File: src/rtl/icepic_fetch_unit.sv
// Fetch/PC stage of the iCEPIC baseline core. It drives the program-memory port and holds the 2-level call stack.
// Latency: one cycle from address to execute slot. Any redirect or skip inserts one bubble. stall freezes the whole stage.
module icepic_fetch_unit #(
    parameter int                  PC_WIDTH     = 9,
    parameter logic [PC_WIDTH-1:0] RESET_VECTOR = 9'h1FF
) (
    input  logic                clk,
    input  logic                rst,
    input  logic                stall,
    output logic [PC_WIDTH-1:0] imem_addr,
    output logic                imem_en,
    input  logic [11:0]         imem_rdata,
    output logic [11:0]         inst_out,
    output logic                inst_valid,
    output logic [PC_WIDTH-1:0] exec_pc,
    input  logic [1:0]          pc_update_sel,
    input  logic                jump_is_call,
    input  logic [PC_WIDTH-1:0] jump_addr,
    input  logic [7:0]          pcl_wdata,
    input  logic                skip
);

    typedef enum logic [1:0] {
        SEL_INC     = 2'd0,
        SEL_JUMP    = 2'd1,
        SEL_RET     = 2'd2,
        SEL_PCL_MOD = 2'd3
    } pc_update_sel_t;

    logic [PC_WIDTH-1:0] fetch_pc;
    logic                flush_q;
    logic [PC_WIDTH-1:0] stack1;
    logic [PC_WIDTH-1:0] stack2;

    pc_update_sel_t      sel_q;
    logic                call_q;
    logic                skip_q;
    logic                redirect;
    logic                skip_eff;
    logic [PC_WIDTH-1:0] next_pc;
    logic [PC_WIDTH-1:0] stack1_nxt;
    logic [PC_WIDTH-1:0] stack2_nxt;

    assign imem_addr  = fetch_pc;
    assign imem_en    = ~stall;
    assign inst_valid = ~flush_q;
    assign inst_out   = flush_q ? 12'h000 : imem_rdata;

    // A flushed slot must not steer the PC, so its control inputs are replaced by a plain increment.
    always_comb begin
        sel_q  = inst_valid ? pc_update_sel_t'(pc_update_sel) : SEL_INC;
        call_q = inst_valid & jump_is_call;
        skip_q = inst_valid & skip;
    end

    assign redirect = (sel_q != SEL_INC);
    assign skip_eff = skip_q & (sel_q == SEL_INC);

    always_comb begin
        next_pc    = fetch_pc + PC_WIDTH'(1);
        stack1_nxt = stack1;
        stack2_nxt = stack2;
        case (sel_q)
            SEL_JUMP: begin
                if (call_q) begin
                    // A CALL can only reach the lower half of the page, as on the baseline PIC.
                    next_pc    = PC_WIDTH'(jump_addr[7:0]);
                    stack1_nxt = exec_pc + PC_WIDTH'(1);
                    stack2_nxt = stack1;
                end else begin
                    next_pc = jump_addr;
                end
            end
            SEL_RET: begin
                next_pc    = stack1;
                stack1_nxt = stack2;
            end
            SEL_PCL_MOD: next_pc = PC_WIDTH'(pcl_wdata);
            default:     next_pc = fetch_pc + PC_WIDTH'(1);
        endcase
    end

    always_ff @(posedge clk) begin
        if (rst) begin
            fetch_pc <= RESET_VECTOR;
            exec_pc  <= '0;
            flush_q  <= 1'b1;
            stack1   <= '0;
            stack2   <= '0;
        end else if (!stall) begin
            fetch_pc <= next_pc;
            exec_pc  <= fetch_pc;
            flush_q  <= redirect | skip_eff;
            stack1   <= stack1_nxt;
            stack2   <= stack2_nxt;
        end
    end

endmodule

File: config.mk
export PLATFORM = sky130hd
export DESIGN_NAME = icepic_fetch_unit
export DESIGN_NICKNAME = d
export VERILOG_FILES = /design/src/rtl/icepic_fetch_unit.sv
export SDC_FILE = /design/constraint.sdc
export NUM_CORES = 1
export LEC_CHECK = 0
export ABC_AREA = 1
export BUFFER_PORTS_ARGS = -buffer_cell sky130_fd_sc_hd__buf_2
export CORE_UTILIZATION = 54
export CTS_CLUSTER_SIZE = 30
export DETAILED_ROUTE_END_ITERATION = 12
export GPL_TIMING_DRIVEN = 1
export PLACE_DENSITY_LB_ADDON = 0.1
export SETUP_SLACK_MARGIN = 0.05
export SKIP_CTS_REPAIR_TIMING = 1
export SLEW_MARGIN = 20
export SYNTH_ARGS = -nofsm -noshare
export SYNTH_HDL_FRONTEND = slang
export SYNTH_SLANG_ARGS = --single-unit
File: constraint.sdc
create_clock -name clk -period 3.8 [get_ports clk]
set_input_delay 0.76 -clock clk [delete_from_list [all_inputs] [get_ports clk]]
set_output_delay 0.76 -clock clk [all_outputs]
set_load 0.02 [all_outputs]
Yosys cells after proc, flatten, opt, wreduce, memory -nomap -nowiden

Index checks and enable logic that the tools add are counted.

Bits in registers: 37
Bits of input ports: 36
Word-level logic and storage cells: 28

Add/subtract/negate cells: 2
Eq/ne operators: 4
Muxes and demuxes: 6
Bitwise logic cells: 6
Reductions and logical operators: 5

Operators with widths:

| operator              | count |
|---|---|
| $pmux W9 S3           | 1 |
| $add A9 B1 Y9 const B | 2 |
| $mux W9               | 2 |
| $pmux W9 S2           | 1 |
| $mux W12              | 1 |
| $reduce_and A3 Y1     | 2 |
| $eq A2 B2 Y1 const B  | 2 |
| $reduce_bool A2 Y1    | 2 |
| $and A1 B1 Y1         | 3 |
| $eq A2 B1 Y1 const B  | 1 |
| $logic_not A2 Y1      | 1 |
| $mux W2               | 1 |
| $ne A2 B2 Y1 const B  | 1 |
| $not A1 Y1            | 2 |
| $or A1 B1 Y1          | 1 |

Depth between registers and ports, before layout

Gate-level depths: netlist of the first run.

Word-level depth: 4
Mapped depth: 8
Mapped depth without buffers: 8

Worst setup path before layout of the first run

OpenSTA, ideal clock, no wires.

Kind: input port to output port
From: in stall
To: out imem_en
Arrival time: 1.200 ns
Required time: 3.040 ns
Path slack: 1.840 ns
Cell stages on the path: 2
Cells stage by stage: inv_1 clkbuf_1

Word-level cells in the longest chain between the ends: 1

Ends and longest elaborated chain:

| what                 | line | RTL |
|---|---|---|
| start, declared      | 9    | `input logic stall,` |
| $not A1 Y1 (no line) | -    |  |
| end, declared        | 11   | `output logic imem_en,` |

Every way passes these cells.

Worst setup path after layout of the first run

Ends and elaborated chain as after synthesis.

==> results of run 1 <==
## cells in the mapped netlist
cell type	instances
a21oi_1	27
a22oi_1	5
and2_1	1
buf_1	1
buf_2	1
buf_4	2
clkbuf_1	7
dfxtp_1	37
ha_1	2
inv_1	27
inv_2	5
nand2_1	70
nand2_2	1
nand2_4	3
nand3_1	26
nand3_2	1
nand3b_1	1
nand4_1	5
nor2_1	53
nor2_2	3
nor2_8	1
nor3b_1	1
o211ai_1	1
o21ai_0	19
o21ai_1	17
o21bai_1	1
or2_2	1
xnor2_1	1
xor2_1	1
## per-stage QoR
stage | setup slack (ns) | total power, W | area (um2) | hold slack (ns) | utilization (%)
4_1_cts | 1.363 | 0.0009669 | 2507 | 0.4903 | 68.49
5_1_grt | 1.272 | 0.001016 | 2507 | 0.5237 | 68.49
6_report | 1.326 | 0.0009654 | 2507 | 0.4872 | 68.49
2_1_floorplan | 1.840 | 0.0005934 | 2061 | 0.4554 | -
3_5_place_dp | 1.366 | 0.0006688 | 2406 | 0.4752 | 65.72
3_3_place_gp | 1.383 | 0.0006662 | 2406 | 0.4647 | 65.72
## path summary, 6_finish.rpt
check,cells past startpoint,startpoint,endpoint
worst max-delay path,3,stall,imem_en
worst min-delay path,2,stack2[0],stack2[0]
worst max register to register,7,flush_q,imem_addr[4]
worst min register to register,2,stack2[0],stack2[0]
## flip-flops by register name, summed over array words and instances (netlist names)
register / count
flush_q: 1
stack2: 9
stack1: 9
imem_addr: 9
exec_pc: 9
## logic make-up (layout without fill, tap and decap cells)
family,after synthesis,in the layout,synth area share (%)
AND/OR/NAND/NOR,167,167,35.88
AO/OA/AOI/OAI,70,70,17.85
buffers and inverters,43,107,8.257
adder cells (fa/ha/maj),2,2,1.214
XOR/XNOR,2,2,0.8502
flip-flops,37,37,35.94
## cell type report
type                            instances  area share [%]
Clock buffer                            7           3.842
Tap cell                               48           2.395
Multi-Input combinational cell        241           45.86
Clock inverter                          1          0.1996
Timing Repair Buffer                   67           13.37
Sequential cell                        37           29.54
Inverter                               32           4.790
## per-layer routing
layer	vias up	part of all wire (%)	track usage, %	wire [um]
met3	10	5.2	5.893	287
met2	75	48	47.74	2636
met1	1028	45	36.28	2462
met4	0	1.9	9.659	106
li1	1174	-	-	-
met5	-	0	0	0
## power breakdown
| part | leakage, nW | internal, W | total, W | switching [W] |
|---|---|---|---|---|
| Combinational | 0.909 | 0.0000808 | 0.000219 | 0.000138 |
| Sequential | 0.304 | 0.000410 | 0.000443 | 0.0000332 |
| Clock | 0.0542 | 0.000164 | 0.000303 | 0.000139 |
## cells in the final DEF (no fill, tap or decap), drive strengths merged
cell    count
a21oi      27
a22oi       5
and2        1
buf        67
clkbuf      7
clkinv      1
dfxtp      37
ha          2
inv        32
nand2      74
nand3      27
nand3b      1
nand4       5
nor2       57
nor3b       1
o211ai      1
o21ai      36
o21bai      1
or2         1
xnor2       1
xor2        1
## worst reg2reg max path: stages (launching register included)
cell and delay (ns):
dfxtp_1 0.47, inv_2 0.20, nand2_2 0.11, nor2_2 0.43, nand2_1 0.13, nand3_1 0.14
o21ai_0 0.12, nand2_1 0.08
==> impl_results.md, run 1 <==
* Status: finished, final reports clean
* Clk pin slew, worst setup/hold paths at roughly 0.070 ns
* Post-synthesis sequential area ratio at 35.94%
* Final Critical Period at 2.474 ns
* Die H at 63.78 um
* Power per cell area at 385.0 nW/um2
* Vias at 2287
* Worst Path Buf+Inv at 3
* Ports at 68
* Final WL at ~5500 um
* # DRC at 0
* Die Span X at 63.78 um
* Worst R2R Setup Slack at 2.08 ns
* RSZ-0062 raised after global routing: no
* Vias in the first global route at 1985
* Syn Area/Cell at 6.420 um2
* Gpl congestion at 0.8745
* Fillers at 337
* Critical Path AT at 1.71 ns
* #FFs+latches synth at 37
* CP Max Fanout at 31
* Worst-Skew Late Latency at 0.29 ns
* Maximum VDD drop at between 0.2 and 0.3 mV
* Clk sinks at 37
* Synth area leaders: dfxtp_1 36%, nand2_1 13%, nor2_1 9.7%, a21oi_1 6.6%, nand3_1 6.3%
* First-pass GRT wire length at about 9000 um
* Share of layout cells above drive strength 1 at 23.38%
* Synth Instances at 321
* CP delay by family, top: buffers and inverters
* Worst-Margin Slew at 0.6042 ns
* Layout area overhead at 21.68%
* Leakage at 1.267 nW
* Clock Tree Buf Depth at 2
* Area of the multi-input gates at 1150 um2
* Max cap viols at 0
* Most frequent CP cell: buf_2
* Grt total ovfl at 0
* Starting Density at between 50% and 60%
* FF+latch area at 740.7 um2
* ANT cells at 0
* Slew Viols, Final at 0
* Clock root cell: clkbuf_8
* Yosys Warn Count at 0
* Largest area contributor in the netlist: dfxtp_1
* Fmax at 404.2 MHz
* Hold Path Class: reg2reg
* Final ANT Viol Nets at 0
* Setup_tns at 0 ns
* Num CTS Buffers at 5
* Period utilization at 65.10%
* WP data required at 3.04 ns
* Fin Clk Skew at 0.007919 ns
* CP endpoint kind: primary output
* Critical setup path kind: in2out
* Largest net degree at the start of global routing at 32
* Iter 0 DRT Violations at 169
* Routed vias/inst at 5.282
* Crit-path cells: buf_2 -> inv_1 -> buf_2
* Non-filler cells, final at between 400 and 500
* Mapped Nets at ~360
* 1st-pass router iterations at 4
* Final HPWL DP at 4173 um
* Synthesized area at 2061 um2
* Initial antenna violation count at 0
* Buffers on Ports at 67
* Distinct cells, synth at 29
* CP Launch Type: primary input
* CTS tree: done
* # rows at 22
* DR WL/cell at around 13 um
* Max-slew headroom at 59.68%
* Core Area at 3661 um2
* GRT Overall Usage at 28.56%
* H-tree depth at 2
* Final hold violation count at 0
* Dpl cells at approximately 430
* Highest cell delay on the worst timing path at between 0.3 and 0.4 ns
* Final #Nets at 422
* CP max stage cell: buf_2
* Die ar. at 4067 um2
* Final setup violation count at 0
* Top-area cell type share of the netlist area at 35.94%
(Power assumes the default switching activity.)
==> inputs of run 2 (changes only) <==
--- a/config.mk
+++ b/config.mk
@@ -7,7 +7,7 @@
 export LEC_CHECK = 0
 export ABC_AREA = 1
 export BUFFER_PORTS_ARGS = -buffer_cell sky130_fd_sc_hd__buf_2
-export CORE_UTILIZATION = 54
+export CORE_UTILIZATION = 50
 export CTS_CLUSTER_SIZE = 30
 export DETAILED_ROUTE_END_ITERATION = 12
 export GPL_TIMING_DRIVEN = 1
==> constraint.sdc (replaced) <==
create_clock -name clk -period 2.45 [get_ports clk]
set_input_delay 0.49 -clock clk [delete_from_list [all_inputs] [get_ports clk]]
set_output_delay 0.49 -clock clk [all_outputs]
set_load 0.02 [all_outputs]
==> run 2 against run 1 <==
Net effect:
- via count up 0.17%
- combinational power grew 56%
- setup slack got worse by 0.66 ns
- power rose by 50%
- wire length rose by 3.3%
- sequential power grew 55%
- largest power group unchanged
- highest routed layer unchanged
==> impl_results.md, run 2 (same netlist as run 1, synthesis figures left out) <==
* Clk pin slew, worst setup/hold paths at about 0.070 ns
* Clk sinks at 37
* Die Span X at 66.20 um
* Fin area at 2496 um2
* CP max stage cell: dfxtp_1
* Dpl cells at 426
* Gpl congestion at 0.8800
* Maximum VDD drop at approximately 0.38 mV
* Die H at 66.20 um
* Setup_tns at 0 ns
* Hold depth at 2
* Slew Viols, Final at 0
* Iter 0 DRT Violations at ~170
* Final HPWL DP at 4296 um
* RSZ-0062 raised after global routing: no
* Status: finished, final reports clean
* Non-filler cells, final at 434
* R2R Path Start: flush_q
* Clock root cell: clkbuf_8
* Worst R2R Setup Slack at 0.75 ns
* Most frequent cells in the layout: 70 x nand2_1, 67 x buf_2, 53 x nor2_1
* 1st-pass router iterations at 4
* DR WL/cell at 13.07 um
* Worst Path Buf+Inv at 2
* Num CTS Buffers at 5
* ANT cells at 0
* Layout area overhead at 21.13%
* Commonest non-fill, non-tap cell in the layout: nand2_1
* Final setup violation count at 0
* Routed vias/inst at 5.279
* Critical Path AT at 1.30 ns
* Die ar. at 4382 um2
* CTS tree: done
* Crit-path cells: inv_2 -> buf_2
* Final hold violation count at 0
* Fmax at between 500 and 600 MHz
* WP data required at 1.96 ns
* Period utilization at 72.91%
* GRT Overall Usage at 28.19%
* Power per cell area at 578.7 nW/um2
* Buffers on Ports at 67
* Final Critical Period at 1.786 ns
* Starting Density at 54.25%
* First-pass GRT wire length at 9301 um
* Final WL at 5673 um
* Ports at 68
* CP endpoint kind: primary output
* Worst Hold End: stack2[0]
* Grt total ovfl at 0
* Final ANT Viol Nets at 0
* Max-slew headroom at 61.20%
* Max cap viols at 0
* Clock Tree Buf Depth at 2
* Largest net degree at the start of global routing at 31
* # DRC at 0
* Leakage at 1.263 nW
* CP delay by family, top: flip-flops
* Vias at roughly 2300
* CP Max Fanout at 15
* Initial antenna violation count at 0
* Vias in the first global route at 2048
* Share of layout cells above drive strength 1 at 23.32%
* Start point of the worst hold path: stack2[0]
* Hold Path Class: reg2reg
* Highest cell delay on the worst timing path at 0.64 ns
* Worst-Margin Slew at 0.5813 ns
* R2r endpoint: imem_addr[3]
* Worst-Skew Late Latency at 0.29 ns
* Core Area at 3799 um2
* Dpl cell area at 2414 um2
* H-tree depth at 2
* # rows at 22
* Critical setup path kind: reg2out
* Fin Clk Skew at about 0.0056 ns
* Final #Nets at 423
* CP Launch Type: register
* FF-to-FF path depth at 7
[run 2: report_power, final]
group / total, W / internal (W) / switching [W] / leakage (nW)
Combinational: 0.000342 / 0.000126 / 0.000216 / 0.914
Clock: 0.000415 / 0.000197 / 0.000218 / 0.0450
Sequential: 0.000687 / 0.000636 / 0.0000513 / 0.304
Total: 0.00144 / 0.000959 / 0.000485 / 1.26
[run 2: metal layers]
metal	track usage, %	routed length [um]	vias to the layer above
met2	46.94	2643	99
li1	-	-	1173
met1	35.59	2466	1008
met4	10.37	127	0
met5	0	0	-
met3	5.690	435	11
[run 2: worst max path at each step]
stage,start,end,slack (ns),cells after the start
after floorplan,stall,imem_en,1.03,2
after global routing,flush_q,inst_valid,0.56,2
final,flush_q,inst_valid,0.66,2
after CTS,flush_q,inst_valid,0.64,2
after global placement,stall,stack1[4],0.80,8
after detailed placement,pc_update_sel[1],imem_addr[3],0.76,7
[run 2: cell type report]
type,instances,area [um2]
fill,355,1303
inverter,32,120.1
clock buffer,6,72.57
tap,48,60.06
sequential,37,740.7
timing repair buffer,68,342.8
clock inverter,2,10.01
multi-input combinational,241,1150
[run 2: worst min-delay path: cells and delay by family (launching register included)]
family	cells	cell delay [ns]
and+or+nand+nor	2	0.13
DFF	1	0.33
[run 2: per-stage QoR]
| stage | setup WS, ns | utilization (%) | hold WS [ns] | total power [W] |
|---|---|---|---|---|
| after floorplan | 1.030 | - | 0.4554 | 0.0009204 |
| after global placement | 0.8031 | 63.54 | 0.4705 | 0.001035 |
| after detailed placement | 0.7605 | 63.54 | 0.4792 | 0.001040 |
| after CTS | 0.6417 | 65.71 | 0.4933 | 0.001452 |
| after global routing | 0.5635 | 65.71 | 0.5093 | 0.001520 |
| final | 0.6638 | 65.71 | 0.4892 | 0.001445 |
